[src/rtl/spi_master_param.sv]
// Parametrised SPI master: four CPOL/CPHA modes, MSB/LSB-first, variable frame
// length, several chip selects, programmable SCK half-period and start/done handshake.
module spi_master_param #(
    parameter int DATA_W  = 8,
    parameter int CS_NUM  = 2,
    parameter int CLK_DIV = 1,
    parameter int LEN_W   = 4,
    localparam int CS_W   = (CS_NUM > 1) ? $clog2(CS_NUM) : 1
) (
    input  logic              clk,
    input  logic              rst_n,
    input  logic              start,
    input  logic              cpol,
    input  logic              cpha,
    input  logic              lsb_first,
    input  logic [CS_W-1:0]   cs_sel,
    input  logic [LEN_W-1:0]  len,
    input  logic [DATA_W-1:0] tx_data,
    output logic              busy,
    output logic              done,
    output logic [DATA_W-1:0] rx_data,
    input  logic              miso,
    output logic              sck,
    output logic              mosi,
    output logic [CS_NUM-1:0] cs_n
);

    localparam int DIV_W = (CLK_DIV > 1) ? $clog2(CLK_DIV) : 1;
    localparam logic [DIV_W-1:0]  DIV_LAST = DIV_W'(CLK_DIV - 1);
    localparam logic [LEN_W-1:0]  LEN_MAX  = LEN_W'(DATA_W);
    localparam logic [LEN_W-1:0]  LEN_ONE  = LEN_W'(1'b1);
    localparam logic [LEN_W:0]    EDGE_ONE = (LEN_W + 1)'(1'b1);
    localparam logic [CS_NUM-1:0] CS_ONE   = CS_NUM'(1'b1);

    typedef enum logic [1:0] {
        S_IDLE  = 2'd0,
        S_LEAD  = 2'd1,
        S_XFER  = 2'd2,
        S_TRAIL = 2'd3
    } state_t;

    state_t              state_r, state_nxt_s;
    logic [DIV_W-1:0]    div_cnt_r, div_cnt_nxt_s;
    logic [LEN_W:0]      edge_cnt_r, edge_cnt_nxt_s;
    logic [LEN_W-1:0]    len_r, len_nxt_s;
    logic                cpol_r, cpol_nxt_s;
    logic                cpha_r, cpha_nxt_s;
    logic                lsb_r, lsb_nxt_s;
    logic [DATA_W-1:0]   tx_r, tx_nxt_s;
    logic [DATA_W-1:0]   rx_sh_r, rx_sh_nxt_s;
    logic [DATA_W-1:0]   rx_data_r, rx_data_nxt_s;
    logic                sck_r, sck_nxt_s;
    logic                mosi_r, mosi_nxt_s;
    logic [CS_NUM-1:0]   cs_n_r, cs_n_nxt_s;
    logic                busy_r, busy_nxt_s;
    logic                done_r, done_nxt_s;

    logic                tick_s, accept_s, last_edge_s, edge_s, leading_s;
    logic [LEN_W:0]      edge_num_s;
    logic [LEN_W-1:0]    bit_s, len_eff_s;

    // Position within the word of the idx-th bit on the wire.
    function automatic logic [LEN_W-1:0] bit_pos(input logic [LEN_W-1:0] idx,
                                                 input logic [LEN_W-1:0] n,
                                                 input logic lsb);
        if (lsb) begin
            return idx;
        end else begin
            return n - idx - LEN_ONE;
        end
    endfunction

    function automatic logic pick_bit(input logic [DATA_W-1:0] word,
                                      input logic [LEN_W-1:0] pos);
        logic [DATA_W-1:0] sh;
        sh = word >> pos;
        return sh[0];
    endfunction

    assign tick_s      = (div_cnt_r == DIV_LAST);
    assign accept_s    = start && (32'(cs_sel) < 32'(CS_NUM));
    assign last_edge_s = (edge_cnt_r == {len_r, 1'b0});
    assign edge_s      = tick_s && ((state_r == S_LEAD) || ((state_r == S_XFER) && !last_edge_s));
    assign edge_num_s  = edge_cnt_r + EDGE_ONE;
    assign leading_s   = edge_num_s[0];
    assign bit_s       = edge_cnt_r[LEN_W:1];
    assign len_eff_s   = ((len == {LEN_W{1'b0}}) || (len > LEN_MAX)) ? LEN_MAX : len;

    // State and all registered outputs/datapath.
    always_ff @(posedge clk) begin
        if (!rst_n) begin
            state_r    <= S_IDLE;
            div_cnt_r  <= {DIV_W{1'b0}};
            edge_cnt_r <= {(LEN_W + 1){1'b0}};
            len_r      <= {LEN_W{1'b0}};
            cpol_r     <= 1'b0;
            cpha_r     <= 1'b0;
            lsb_r      <= 1'b0;
            tx_r       <= {DATA_W{1'b0}};
            rx_sh_r    <= {DATA_W{1'b0}};
            rx_data_r  <= {DATA_W{1'b0}};
            sck_r      <= 1'b0;
            mosi_r     <= 1'b0;
            cs_n_r     <= {CS_NUM{1'b1}};
            busy_r     <= 1'b0;
            done_r     <= 1'b0;
        end else begin
            state_r    <= state_nxt_s;
            div_cnt_r  <= div_cnt_nxt_s;
            edge_cnt_r <= edge_cnt_nxt_s;
            len_r      <= len_nxt_s;
            cpol_r     <= cpol_nxt_s;
            cpha_r     <= cpha_nxt_s;
            lsb_r      <= lsb_nxt_s;
            tx_r       <= tx_nxt_s;
            rx_sh_r    <= rx_sh_nxt_s;
            rx_data_r  <= rx_data_nxt_s;
            sck_r      <= sck_nxt_s;
            mosi_r     <= mosi_nxt_s;
            cs_n_r     <= cs_n_nxt_s;
            busy_r     <= busy_nxt_s;
            done_r     <= done_nxt_s;
        end
    end

    // Next-state logic.
    always_comb begin
        state_nxt_s = state_r;
        case (state_r)
            S_IDLE:  if (accept_s) state_nxt_s = S_LEAD; else state_nxt_s = S_IDLE;
            S_LEAD:  if (tick_s) state_nxt_s = S_XFER; else state_nxt_s = S_LEAD;
            S_XFER:  if (tick_s && last_edge_s) state_nxt_s = S_TRAIL; else state_nxt_s = S_XFER;
            S_TRAIL: if (tick_s) state_nxt_s = S_IDLE; else state_nxt_s = S_TRAIL;
            default: state_nxt_s = S_IDLE;
        endcase
    end

    // Output and datapath next values; every SCK edge is a divider tick.
    always_comb begin
        div_cnt_nxt_s  = (state_r == S_IDLE || tick_s) ? {DIV_W{1'b0}} : div_cnt_r + DIV_W'(1'b1);
        edge_cnt_nxt_s = edge_cnt_r;
        len_nxt_s      = len_r;
        cpol_nxt_s     = cpol_r;
        cpha_nxt_s     = cpha_r;
        lsb_nxt_s      = lsb_r;
        tx_nxt_s       = tx_r;
        rx_sh_nxt_s    = rx_sh_r;
        rx_data_nxt_s  = rx_data_r;
        sck_nxt_s      = sck_r;
        mosi_nxt_s     = mosi_r;
        cs_n_nxt_s     = cs_n_r;
        busy_nxt_s     = busy_r;
        done_nxt_s     = 1'b0;
        case (state_r)
            S_IDLE: begin
                sck_nxt_s  = cpol;
                busy_nxt_s = 1'b0;
                cs_n_nxt_s = {CS_NUM{1'b1}};
                if (accept_s) begin
                    len_nxt_s      = len_eff_s;
                    cpol_nxt_s     = cpol;
                    cpha_nxt_s     = cpha;
                    lsb_nxt_s      = lsb_first;
                    tx_nxt_s       = tx_data;
                    rx_sh_nxt_s    = {DATA_W{1'b0}};
                    edge_cnt_nxt_s = {(LEN_W + 1){1'b0}};
                    busy_nxt_s     = 1'b1;
                    cs_n_nxt_s     = ~(CS_ONE << cs_sel);
                    if (!cpha) begin
                        mosi_nxt_s = pick_bit(tx_data, bit_pos({LEN_W{1'b0}}, len_eff_s, lsb_first));
                    end else begin
                        mosi_nxt_s = mosi_r;
                    end
                end else begin
                    rx_sh_nxt_s = rx_sh_r;
                end
            end
            S_LEAD, S_XFER: begin
                if (edge_s) begin
                    sck_nxt_s      = ~sck_r;
                    edge_cnt_nxt_s = edge_num_s;
                    if (leading_s != cpha_r) begin
                        rx_sh_nxt_s = rx_sh_r | (DATA_W'(miso) << bit_pos(bit_s, len_r, lsb_r));
                    end else begin
                        rx_sh_nxt_s = rx_sh_r;
                    end
                    if (cpha_r && leading_s) begin
                        mosi_nxt_s = pick_bit(tx_r, bit_pos(bit_s, len_r, lsb_r));
                    end else if (!cpha_r && !leading_s && (edge_num_s != {len_r, 1'b0})) begin
                        mosi_nxt_s = pick_bit(tx_r, bit_pos(bit_s + LEN_ONE, len_r, lsb_r));
                    end else begin
                        mosi_nxt_s = mosi_r;
                    end
                end else begin
                    sck_nxt_s = sck_r;
                end
            end
            S_TRAIL: begin
                if (tick_s) begin
                    busy_nxt_s    = 1'b0;
                    done_nxt_s    = 1'b1;
                    cs_n_nxt_s    = {CS_NUM{1'b1}};
                    rx_data_nxt_s = rx_sh_r;
                    sck_nxt_s     = cpol_r;
                end else begin
                    busy_nxt_s = 1'b1;
                end
            end
            default: begin
                busy_nxt_s = 1'b0;
                cs_n_nxt_s = {CS_NUM{1'b1}};
            end
        endcase
    end

    assign busy    = busy_r;
    assign done    = done_r;
    assign rx_data = rx_data_r;
    assign sck     = sck_r;
    assign mosi    = mosi_r;
    assign cs_n    = cs_n_r;

endmodule

[config.mk]
export PLATFORM = sky130hd
export DESIGN_NAME = spi_master_param
export DESIGN_NICKNAME = d
export VERILOG_FILES = /design/src/rtl/spi_master_param.sv
export SDC_FILE = /design/constraint.sdc
export NUM_CORES = 1
export LEC_CHECK = 0
export BUFFER_PORTS_ARGS = -buffer_cell sky130_fd_sc_hd__buf_4
export CORE_MARGIN = 2
export CORE_UTILIZATION = 30
export CTS_BUF_LIST = sky130_fd_sc_hd__clkbuf_8
export CTS_CLUSTER_SIZE = 10
export DETAILED_ROUTE_END_ITERATION = 8
export SYNTH_ARGS = -nofsm -noshare
export SYNTH_HDL_FRONTEND = slang
export SYNTH_SLANG_ARGS = --single-unit
[constraint.sdc]
create_clock -name clk -period 2.5 [get_ports clk]
set_input_delay 0 -clock clk [delete_from_list [all_inputs] [get_ports clk]]
set_output_delay 0 -clock clk [all_outputs]
set_load 0.02 [all_outputs]
-- After elaboration in Yosys (flattened, before gate mapping)
Cells that the tools add are included.
Widths: inputs -> output; s select.
- logic and storage cells: 117
- input bits: 20
- output and inout bits: 14
- register bits: 45
- shift operators: 5
- magnitude comparators: 1
- equality and inequality tests: 12
- reduce and logical (&&, ||, !) cells: 26
- bitwise gates (word level): 5
- add/subtract/negate cells: 8
- multiplexer cells: 45
- operator list (kind ; count):
    $mux 4 ; 17
    $mux 8 ; 3
    $shr 8x4->1 ; 3
    $pmux 8 s2 ; 1
    $mux 1 ; 12
    $sub 4x1->4 const B ; 3
    $mux 5 ; 2
    $ne 2x2->1 const B ; 5
    $pmux 5 s2 ; 1
    $reduce_and 2->1 ; 5
    $mux 2 ; 4
    $or 8x8->8 ; 1
    $pmux 2 s4 ; 1
    $shl 1x4->8 ; 1
    $sub 4x4->4 ; 2
    $logic_and 1x1->1 ; 6
    $add 5x1->5 const B ; 1
    $eq 5x5->1 ; 1
    $ne 5x5->1 ; 1
    $reduce_and 5->1 ; 1
    $add 4x1->4 const B ; 1
    $eq 2x2->1 const B ; 2
    $gt 4x4->1 const B ; 1
    $logic_not 4->1 ; 1
    other kinds (17) ; 26

-- Longest topological paths before layout
- depth in word-level cells: 13
- depth in mapped cells: 10

-- Least setup slack after synthesis
No wires, ideal clock.
- kind: reg-to-reg
- start: register edge_cnt_r[1]
- end: register mosi_r (netlist: mosi)
- path buffers: 0
- setup slack: 86 ps
- period minus slack after synthesis: 2414 ps
- arrival: 2289 ps
- required time: 2375 ps
- stages on the path, launching flop included: 10
- setup time: 125 ps
- path through: dfxtp_1 > ha_1 > xnor2_1 > ha_1 > and3_1 > or3_1 > and3_1 > o21a_1 > o311ai_0 > o21ai_1
- cells in the longest elaborated chain, start to end: 13
- elaborated cells between the ends (all ways): 31
- those cells by class: 6 x add/sub; 4 x eq/ne; 2 x shift; 13 x mux; 6 x reduce/logical
- ends and longest elaborated chain (element ; line ; source):
    from (decl) ; 44 ; logic [LEN_W:0] edge_cnt_r, edge_cnt_nxt_s;
    from (signal assigned) ; 94 ; edge_cnt_r <= {(LEN_W + 1){1'b0}};
    from (signal assigned) ; 110 ; edge_cnt_r <= edge_cnt_nxt_s;
    $add 4x1->4 ; 190 ; mosi_nxt_s = pick_bit(tx_r, bit_pos(bit_s + LEN_ONE, len_r, lsb_r));
    $sub 4x4->4 ; 69 ; return n - idx - LEN_ONE;
    $sub 4x1->4 ; 69 ;
    $mux 4 ; 66 ; if (lsb) begin
    $mux 4 ; 189 ; end else if (!cpha_r && !leading_s && (edge_num_s != {len_r, 1'b0})) begin
    $mux 4 ; 187 ; if (cpha_r && leading_s) begin
    $mux 4 ; 179 ; if (edge_s) begin
    $mux 4 ; 154 ; case (state_r)
    $shr 8x4->1 ; 76 ; sh = word >> pos;
    $mux 1 ; 189 ;
    $mux 1 ; 187 ;
    $mux 1 ; 179 ;
    $pmux 1 s2 ; 154 ;
    to (signal assigned) ; 119 ; mosi_r <= mosi_nxt_s;
    to (decl) ; 53 ; logic mosi_r, mosi_nxt_s;
Several ways; a longest one is shown, not always the timed one. The select of a mux whose other input is x is not followed.
A chain may end at the register's enable or synchronous reset.

-- Final worst setup path
Same ends and word-level chain as after synthesis.

==> impl_metrics.tcl <==
set metrics [dict create \
    multiInputGateArea_um2 1610 \
    gp_congestion 0.838 \
    cp.required_ns 2.74 \
    path_buf_inv 3 \
    wl_per_cell_um 13.4 \
    synth_top_area_share_pct 34.4 \
    crit_arrival_ns 2.66 \
    finalSetupViolCount 0 \
    async_reset_ff_share_pct 0 \
    drt_first_pass_iters 4 \
    ioPinCount 34 \
    clk-insertion-delay-late_ns 0.30 \
    antenna_cells 0 \
    clockRootBuffer "clkbuf_8" \
    worstPathCellList "inv_4 > ha_4 > inv_2 > fa_1 > inv_2 > mux4_2 > mux2i_1 > mux2_4 > a2bb2oi_2 > o21ai_1" \
    p_leak_nw 1.34 \
    fin_area_um2 3380 \
    cp_max_fo 4 \
    startpoint "edge_cnt_r[1]" \
    ir_drop_mv 0.285 \
    yosys_warnings 0 \
    grt_overflow_total 0 \
    clock-sinks 45 \
    die_x_um 97.4 \
    r2r_setup_slack_ns 0.07 \
    timing.rr.start "edge_cnt_r[1]" \
    finalCriticalPeriod_ns 2.43 \
    die_y_um 97.4 \
    io_buffers 33 \
    initial_core_util_pct 30.5 \
    yosysSeqAreaShare_pct 34.4 \
    vias 2458 \
    synth-main-ff-cell "dfxtp_1" \
    syn_inst 329 \
    start_kind "flip-flop" \
    finalClockSkew_ns 0.00736 \
    rr_worst_depth 10 \
    setup_tns_ns 0 \
    yosysMostFrequentCell "nand2_1" \
    ant_nets 0 \
    powerDensity_nw_per_um2 543 \
    path_depth 10 \
    timing.rr.end "mosi" \
    synth_fp_nets 366 \
    area_growth_pct 29.1 \
    grt_pass1_wl_um 11200 \
    hold_class "input port to flip-flop" \
    rsz0062_at_grt "yes" \
    status "completed" \
    drv_cap 0 \
    htreeDepth 2 \
    drc 0 \
    drive_above_1_share_pct 20.3 \
    cts_inserted_buffers 5 \
    tightestPinTransition_ns 0.632 \
    critPathMostFrequentCell "inv_2" \
    yosysTopAreaCell "dfxtp_1" \
    nFillCells 899 \
    place_area_um2 3030 \
    cts_tree "yes" \
    ys_types 53 \
    clkTransAtPathRegs_ns 0.09 \
    netlist_area_um2 2620 \
    critPathTopFamily "multiplexers" \
    cts_buffer_depth 2 \
    report.final.hold_viol_count 0 \
    synth_area_leaders "dfxtp_1 34%, nand2_1 9.0%, ha_1 7.2%" \
    crit_type "flip-flop to flip-flop" \
    final_nets 420 \
    ys_ff_latch 45 \
    crit_slowest_cell "mux4_2" \
    grt_antenna_before_repair 0 \
    end_kind "flip-flop" \
    fin_crit_sh_pct 97.0 \
    fin_util_pct 39.3 \
    endpoint "mosi" \
    synth_common_cells "63 x nand2_1, 45 x dfxtp_1, 30 x a21oi_1" \
    slew_headroom_pct 57.5 \
    wirelength_um 6610 \
    cpPeakStageDelay_ns 0.54 \
    core_region_area_um2 8590 \
    rows 34 \
    maxSlewViolCount 0 \
    max_freq_mhz 412 \
    synth_edf_count 0 \
    seqCellArea_um2 906 \
    grt_max_degree 29 \
    dpl.hpwl_um 4950 \
    grt_pass1_vias 2405 \
    syn_area_per_cell_um2 7.96 \
    track_usage_pct 14.1 \
    viasPerCell 5.00 \
    die-area_um2 9490 \
    drt_iter0_drc 113 \
]
-- tightest hold or removal path, delay by kind of cell --
family | cells | cell delay (ns)
simple gates | 1 | 0.07
compound gates | 1 | 0.07
buf+inv | 1 | 0.13
-- per-stage QoR --
stage	total power, mW	instances	hold WS [ns]	worst slack, ns
2_1_floorplan	1.03	329	0.136	0.0864
3_3_place_gp	1.15	466	0.266	0.0515
3_5_place_dp	1.16	466	0.267	-0.0239
4_1_cts	1.85	490	0.00700	0.00216
5_1_grt	1.93	492	0.0392	-0.0271
6_report	1.84	492	0.0237	0.0739
-- worst min path at each step --
stage                    to  slack, ns  cells after the start  startpoint
global route           busy       0.04                      3       start
finish                 busy       0.02                      3       start
floorplan            cpol_r       0.14                      2        cpol
global placement     cpol_r       0.27                      3        cpol
CTS                    busy      0.007                      3       start
detailed placement  cs_n[1]       0.27                      2       rst_n
-- kinds of logic after synthesis --
logic type,count (synthesis),synth area share [%]
and+or+nand+nor,124,22.4
AOI/OAI and AO/OA,81,18.9
DFF,45,34.4
buffers and inverters,35,5.21
adders and majority gates,17,8.70
muxes,16,6.88
xor gates and xnor gates,10,3.35
other,1,0.143
-- power breakdown --
group,leakage [nW],internal (mW),switching (mW)
clock,0.0687,0.403,0.263
combinational,0.901,0.187,0.214
sequential,0.368,0.746,0.0230
total,1.34,1.34,0.500
-- layer usage --
metal | track usage, % | up-vias | routed length [um]
met1 | 18.8 | 1172 | 3220
met3 | 2.66 | 2 | 320
met2 | 23.9 | 42 | 3050
li1 | - | 1242 | -
met4 | 2.88 | 0 | 21
met5 | 0 | - | 0
-- state kept, by name, summed over array words and instances (netlist names) --
signal      cells
rx_data         8
rx_sh_r         8
tx_r            8
edge_cnt_r      5
len_r           4
cs_n            2
state_r         2
busy            1
cpha_r          1
cpol_r          1
div_cnt_r       1
done            1
lsb_r           1
mosi            1
sck             1
-- cell type report --
class                           count  share of cell area [%]
Inverter                           18                    2.07
Tap cell                          108                    4.00
Timing Repair Buffer               64                    15.4
Multi-Input combinational cell    249                    47.7
Clock inverter                      3                    2.04
Clock buffer                        5                    2.04
Sequential cell                    45                    26.8
-- timing repair --
action / in CTS / in global routing
hold buffers: 14 / 0
gates resized for setup: 8 / 8
endpoints found under the setup margin: 1 / 3
hold endpoints to repair: 14 / 0
pin swaps: 2 / 4
buffers inserted: 2 / 2
-- placed cells by master, fill, tap and decap left out, types with 3 or more instances in the layout --
cell / synthesis / routed
a211oi_1: 3 / 3
nand3_1: 6 / 6
o21bai_1: 3 / 3
dfxtp_1: 45 / 43
clkbuf_8: 0 / 5
inv_2: 2 / 5
ha_1: 15 / 12
nor2b_1: 8 / 7
dlygate4sd3_1: 0 / 14
a21oi_1: 30 / 30
xnor2_1: 7 / 7
buf_4: 0 / 49
xor2_1: 3 / 3
nand2_1: 63 / 63
o21ai_0: 23 / 23
and3_1: 3 / 3
mux2i_1: 12 / 12
o31ai_1: 3 / 3
nor3_1: 9 / 9
or3_1: 4 / 4
inv_1: 16 / 12
nor2_1: 14 / 14
nand2b_1: 6 / 6
Note: power is estimated with default switching activity, not from simulation.
